[src/rtl/regfile_write_arbiter.sv]
// Write-back arbiter: merges ALU and buffered LSU results onto one
// registered register-file write port, with a long-latency pending scoreboard.
module regfile_write_arbiter #(
    parameter int DataWidth = 32,
    parameter int NumRegs   = 32,
    parameter int AddrWidth = 5,
    parameter int FifoDepth = 2
) (
    input  logic                 clk_i,
    input  logic                 rst_i,
    input  logic                 alu_valid_i,
    input  logic [AddrWidth-1:0] alu_rd_i,
    input  logic [DataWidth-1:0] alu_data_i,
    input  logic                 lsu_valid_i,
    input  logic [AddrWidth-1:0] lsu_rd_i,
    input  logic [DataWidth-1:0] lsu_data_i,
    output logic                 lsu_ready_o,
    input  logic                 issue_valid_i,
    input  logic [AddrWidth-1:0] issue_rd_i,
    input  logic [AddrWidth-1:0] chk_rs1_i,
    input  logic [AddrWidth-1:0] chk_rs2_i,
    input  logic [AddrWidth-1:0] chk_rd_i,
    output logic                 hazard_o,
    output logic                 we_o,
    output logic [AddrWidth-1:0] waddr_o,
    output logic [DataWidth-1:0] wdata_o
);

    localparam int PW = (FifoDepth > 1) ? $clog2(FifoDepth) : 1;
    localparam int CW = PW + 1;
    localparam logic [CW-1:0] FULL = CW'(FifoDepth);

    // LSU result buffer (payload is unreset; validity lives in count_q)
    logic [AddrWidth-1:0] fifo_rd_q   [FifoDepth];
    logic [DataWidth-1:0] fifo_data_q [FifoDepth];
    logic [PW-1:0]        wptr_q, wptr_d;
    logic [PW-1:0]        rptr_q, rptr_d;
    logic [CW-1:0]        count_q, count_d;

    logic [NumRegs-1:0]   pending_q, pending_d;

    logic                 we_q, we_d;
    logic [AddrWidth-1:0] waddr_q, waddr_d;
    logic [DataWidth-1:0] wdata_q, wdata_d;

    logic alu_wr;
    logic lsu_acc;
    logic lsu_keep;
    logic fifo_nempty;
    logic deq;
    logic byp;
    logic enq;
    logic [AddrWidth-1:0] head_rd;
    logic [DataWidth-1:0] head_data;

    assign head_rd   = fifo_rd_q[rptr_q];
    assign head_data = fifo_data_q[rptr_q];

    assign lsu_ready_o = (count_q < FULL);
    assign hazard_o    = pending_q[chk_rs1_i] | pending_q[chk_rs2_i]
                       | pending_q[chk_rd_i];

    assign we_o    = we_q;
    assign waddr_o = waddr_q;
    assign wdata_o = wdata_q;

    // Source selection: ALU first, then FIFO head, then LSU bypass
    always_comb begin
        alu_wr      = alu_valid_i & (alu_rd_i != '0);
        lsu_acc     = lsu_valid_i & lsu_ready_o;
        lsu_keep    = lsu_acc & (lsu_rd_i != '0);
        fifo_nempty = (count_q != '0);
        deq         = ~alu_wr & fifo_nempty;
        byp         = ~alu_wr & ~fifo_nempty & lsu_keep;
        enq         = lsu_keep & ~byp;

        we_d    = alu_wr | deq | byp;
        waddr_d = waddr_q;
        wdata_d = wdata_q;
        if (alu_wr) begin
            waddr_d = alu_rd_i;
            wdata_d = alu_data_i;
        end else if (deq) begin
            waddr_d = head_rd;
            wdata_d = head_data;
        end else if (byp) begin
            waddr_d = lsu_rd_i;
            wdata_d = lsu_data_i;
        end
    end

    // FIFO pointer and occupancy bookkeeping
    always_comb begin
        wptr_d  = enq ? wptr_q + 1'b1 : wptr_q;
        rptr_d  = deq ? rptr_q + 1'b1 : rptr_q;
        count_d = count_q;
        if (enq && !deq) begin
            count_d = count_q + 1'b1;
        end else if (deq && !enq) begin
            count_d = count_q - 1'b1;
        end
    end

    // Scoreboard: clear on LSU write-back, then a same-cycle issue re-sets
    always_comb begin
        pending_d = pending_q;
        if (deq) begin
            pending_d[head_rd] = 1'b0;
        end else if (byp) begin
            pending_d[lsu_rd_i] = 1'b0;
        end
        if (issue_valid_i && (issue_rd_i != '0)) begin
            pending_d[issue_rd_i] = 1'b1;
        end
        pending_d[0] = 1'b0;
    end

    // FIFO payload storage
    always_ff @(posedge clk_i) begin
        if (enq) begin
            fifo_rd_q[wptr_q]   <= lsu_rd_i;
            fifo_data_q[wptr_q] <= lsu_data_i;
        end
    end

    // Control state and output register
    always_ff @(posedge clk_i or posedge rst_i) begin
        if (rst_i) begin
            wptr_q    <= '0;
            rptr_q    <= '0;
            count_q   <= '0;
            pending_q <= '0;
            we_q      <= 1'b0;
            waddr_q   <= '0;
            wdata_q   <= '0;
        end else begin
            wptr_q    <= wptr_d;
            rptr_q    <= rptr_d;
            count_q   <= count_d;
            pending_q <= pending_d;
            we_q      <= we_d;
            waddr_q   <= waddr_d;
            wdata_q   <= wdata_d;
        end
    end

endmodule
[config.mk]
export PLATFORM = sky130hd
export DESIGN_NAME = regfile_write_arbiter
export DESIGN_NICKNAME = d
export VERILOG_FILES = /design/src/rtl/regfile_write_arbiter.sv
export SDC_FILE = /design/constraint.sdc
export NUM_CORES = 1
export LEC_CHECK = 0
export ABC_AREA = 1
export ABC_CLOCK_PERIOD_IN_PS = 3000
export CAP_MARGIN = 20
export CORE_ASPECT_RATIO = 2
export CORE_UTILIZATION = 58
export DETAILED_ROUTE_END_ITERATION = 10
export DONT_BUFFER_PORTS = 1
export GPL_TIMING_DRIVEN = 0
export PLACE_DENSITY = 0.86
export SLEW_MARGIN = 10
export SYNTH_ARGS = -nofsm -noshare
export SYNTH_HDL_FRONTEND = slang
export SYNTH_SLANG_ARGS = --single-unit
[constraint.sdc]
create_clock -name clk_i -period 3 [get_ports clk_i]
set_clock_uncertainty 0.1 [all_clocks]
set_input_delay 0.6 -clock clk_i [delete_from_list [all_inputs] [get_ports clk_i]]
set_output_delay 0.6 -clock clk_i [all_outputs]
set_load 0.01 [all_outputs]
==> results.toml <==
[global_route]
grt_max_degree = 43
overflow = 0
grt_antenna_before_repair = 0
grt_pass1_vias = 7520
grt_pass1_wl_mm = 39.88
grt_usage = 0.3898

[sta]
slew_headroom = 0.2016
fmax_mhz = 351.6
hold_viol = 0
finalCriticalPeriod_ns = 2.844
drv_slew = 0
setup_viol = 0
worst_pin_slew_ns = 1.188
fin_ws_ns = 0.1555
period_share = 0.9482
grt_setup_unrepaired = "no"

[cells_and_area]
seq_area_um2 = 4049
final_cell_mix = "379 x nand2_1, 146 x nand3_1, 87 x inv_1"
fin_cells = 1205
multi_input_area_um2 = 3231
fillCellCount = 1093
stdcell_area_um2 = 8707
n_antenna_cell = 0
syn_to_final_growth_pct = 11.29
fin_nets = 1140
drive_gt1_frac = 0.07028
final_common_cell = "nand2_1"

[synthesis]
synth_cell_type_count = 31
synth.yosys.warnings = 0
ys_seq_area_frac = 0.5175
synth_seq_cells = 147
syn_avg_cell_area_um2 = 7.693
syn_inst = 1017
synth_top_area_share = 0.2840
synth_top_area_cell = "edfxtp_1"
synthesis.nets = 1117
synthesis.area_um2 = 7824
yosys-top-cells-area = "edfxtp_1 28%, dfrtp_1 23%, nand2_1 18%"

[die]
placementRows = 59
core_area_um2 = 13070
die_h_um = 166.3
dieArea_um2 = 13990
io_pins = 139
die_x_um = 84.13
start_util = 0.5988

[clocking]
cts-root-buf = "clkbuf_16"
cts_made_buffers = 17
cts_tree = "done"
clkSlewWorstSetupHoldPaths_ns = 0.07
clock_latency_ns = 0.42
clk_path_buf_depth = 2
cts_post_setup_buffers_inserted = 0
htree_levels = 4
cts.sink_count = 147

[placement]
dpl.hpwl_mm = 18.89
gp_congestion = 1.029
port_buffers = 0
place_ws_ns = 0.2004
dp.cells = 1172
place_area_um2 = 8099

[outcome]
violations = "design-rule violations"
outcome = "finished with violations"

[setup_path]
r2r_cells = 8
crit_path_max_fanout = 9
crit_type = "in -> out"
reg2reg_slack_ns = 0.72
critPathLaunchType = "input port"
cp.required_ns = 2.30
worstPathArrival_ns = 2.14
endpoint_kind = "primary output"

[hold_path]
hold_path_depth = 0
hold_class = "in -> reg"

[run]
drv_cap = 0

[detailed_routing]
drtIter0Drc = 517
detail_route.wl_per_cell_um = 21.66
first_pass_iters = 8
vias = 7325
ant_nets = 0
avgViaCountPerCell = 6.079
detail_route.wirelength_mm = 26.11
drc_errors = 7

[pwr]
vdd_ir_drop_max_uv = 819.5
power_uw = 8176
p_leak_uw = 0.003930
powerDensity_nw_per_um2 = 939.0
kinds of logic (layout without fill, tap and decap cells):
group,count (synthesis),in the layout,share of synthesized area
XOR/XNOR,3,3,0.003359
flip-flops,147,147,0.5175
AO/OA/AOI/OAI,102,102,0.06845
buffers and inverters,135,171,0.07148
adder cells (fa/ha/maj),1,1,0.001599
AND/OR/NAND/NOR,629,629,0.3376
synth_stat cells:
library cell,n
nor4_1,1
nor2_1,68
nand3_1,146
o21ai_0,71
nand2_2,2
buf_2,18
o22ai_1,8
edfxtp_1,74
dfrtp_1,73
a31oi_1,1
xnor2_1,1
inv_2,3
a21oi_1,15
clkbuf_1,17
ha_1,1
clkinv_1,1
buf_6,4
buf_1,4
o21ai_1,3
nor2_4,2
o211ai_1,1
nand3b_1,1
nor3_1,11
inv_1,88
nor3_4,1
nor2_2,1
nand4_1,16
o21ai_2,3
xor2_1,2
or2_2,1
nand2_1,379
where the power goes:
group          switching, µW  leakage (µW)  total (µW)  internal (µW)
clock network            916      0.000288        2170           1250
registers                622       0.00153        3420           2790
logic                   1820       0.00212        2590            772
sequential cells by signal (all words and copies together) (netlist names):
register     flops
pending_q       31
waddr_o          5
fifo_rd_q       10
wdata_o         32
rptr_q           1
fifo_data_q     64
count_q          2
wptr_q           1
we_o             1
metal layers:
| metal | vias to the layer above | global-route usage | wire length [µm] |
|---|---|---|---|
| li1 | 3377 | - | - |
| met1 | 3424 | 0.3452 | 7825 |
| met2 | 387 | 0.7031 | 13910 |
| met3 | 137 | 0.1064 | 1974 |
| met4 | 0 | 0.3373 | 2394 |
| met5 | - | 0 | 0 |
what timing repair did:
action / 4_1_cts / 5_1_grt
hold buffers: 1 / 0
endpoints found under the setup margin: 0 / 1
gates resized for setup: 0 / 4
endpoints found under the hold margin: 31 / 0
per-stage QoR:
step / hold WS (ns) / setup TNS (ns) / util
after CTS: 0.1616 / 0 / 0.6662
after global routing: 0.1504 / 0 / 0.6664
after global placement: 0.3895 / -54.73 / 0.6137
after floorplan: 0.3674 / 0 / -
after detailed placement: 0.4019 / 0 / 0.6198
final: 0.1653 / 0 / 0.6664
layout make-up:
type,count,area share
well taps,152,0.02184
flip-flops and latches,147,0.4650
plain buffers,43,0.02486
clock inverters,14,0.01911
multi-input cells,735,0.3710
clock buffers,18,0.04929
repair buffers,4,0.008909
inverters,92,0.03995
worst max-delay path, cell delays in order:
cell and delay, ns:
clkbuf_1 0.39, inv_1 0.33, nand3_1 0.18, nand3_1 0.07, nand2_1 0.23, nand2_1 0.08
nand3_1 0.08, nand2_1 0.05, nand3_1 0.12
path summary, 6_finish.rpt:
path	start	endpoint
min in group asynchronous	rst_i	wdata_o[13]
max in group asynchronous	rst_i	wdata_o[31]
setup reg to reg	count_q[0]	count_q[1]
setup / recovery	chk_rs1_i[1]	hazard_o
hold / removal	lsu_data_i[20]	fifo_data_q[1][20]
hold reg to reg	pending_q[6]	pending_q[6]
Power figures use the tool's default switching activity.
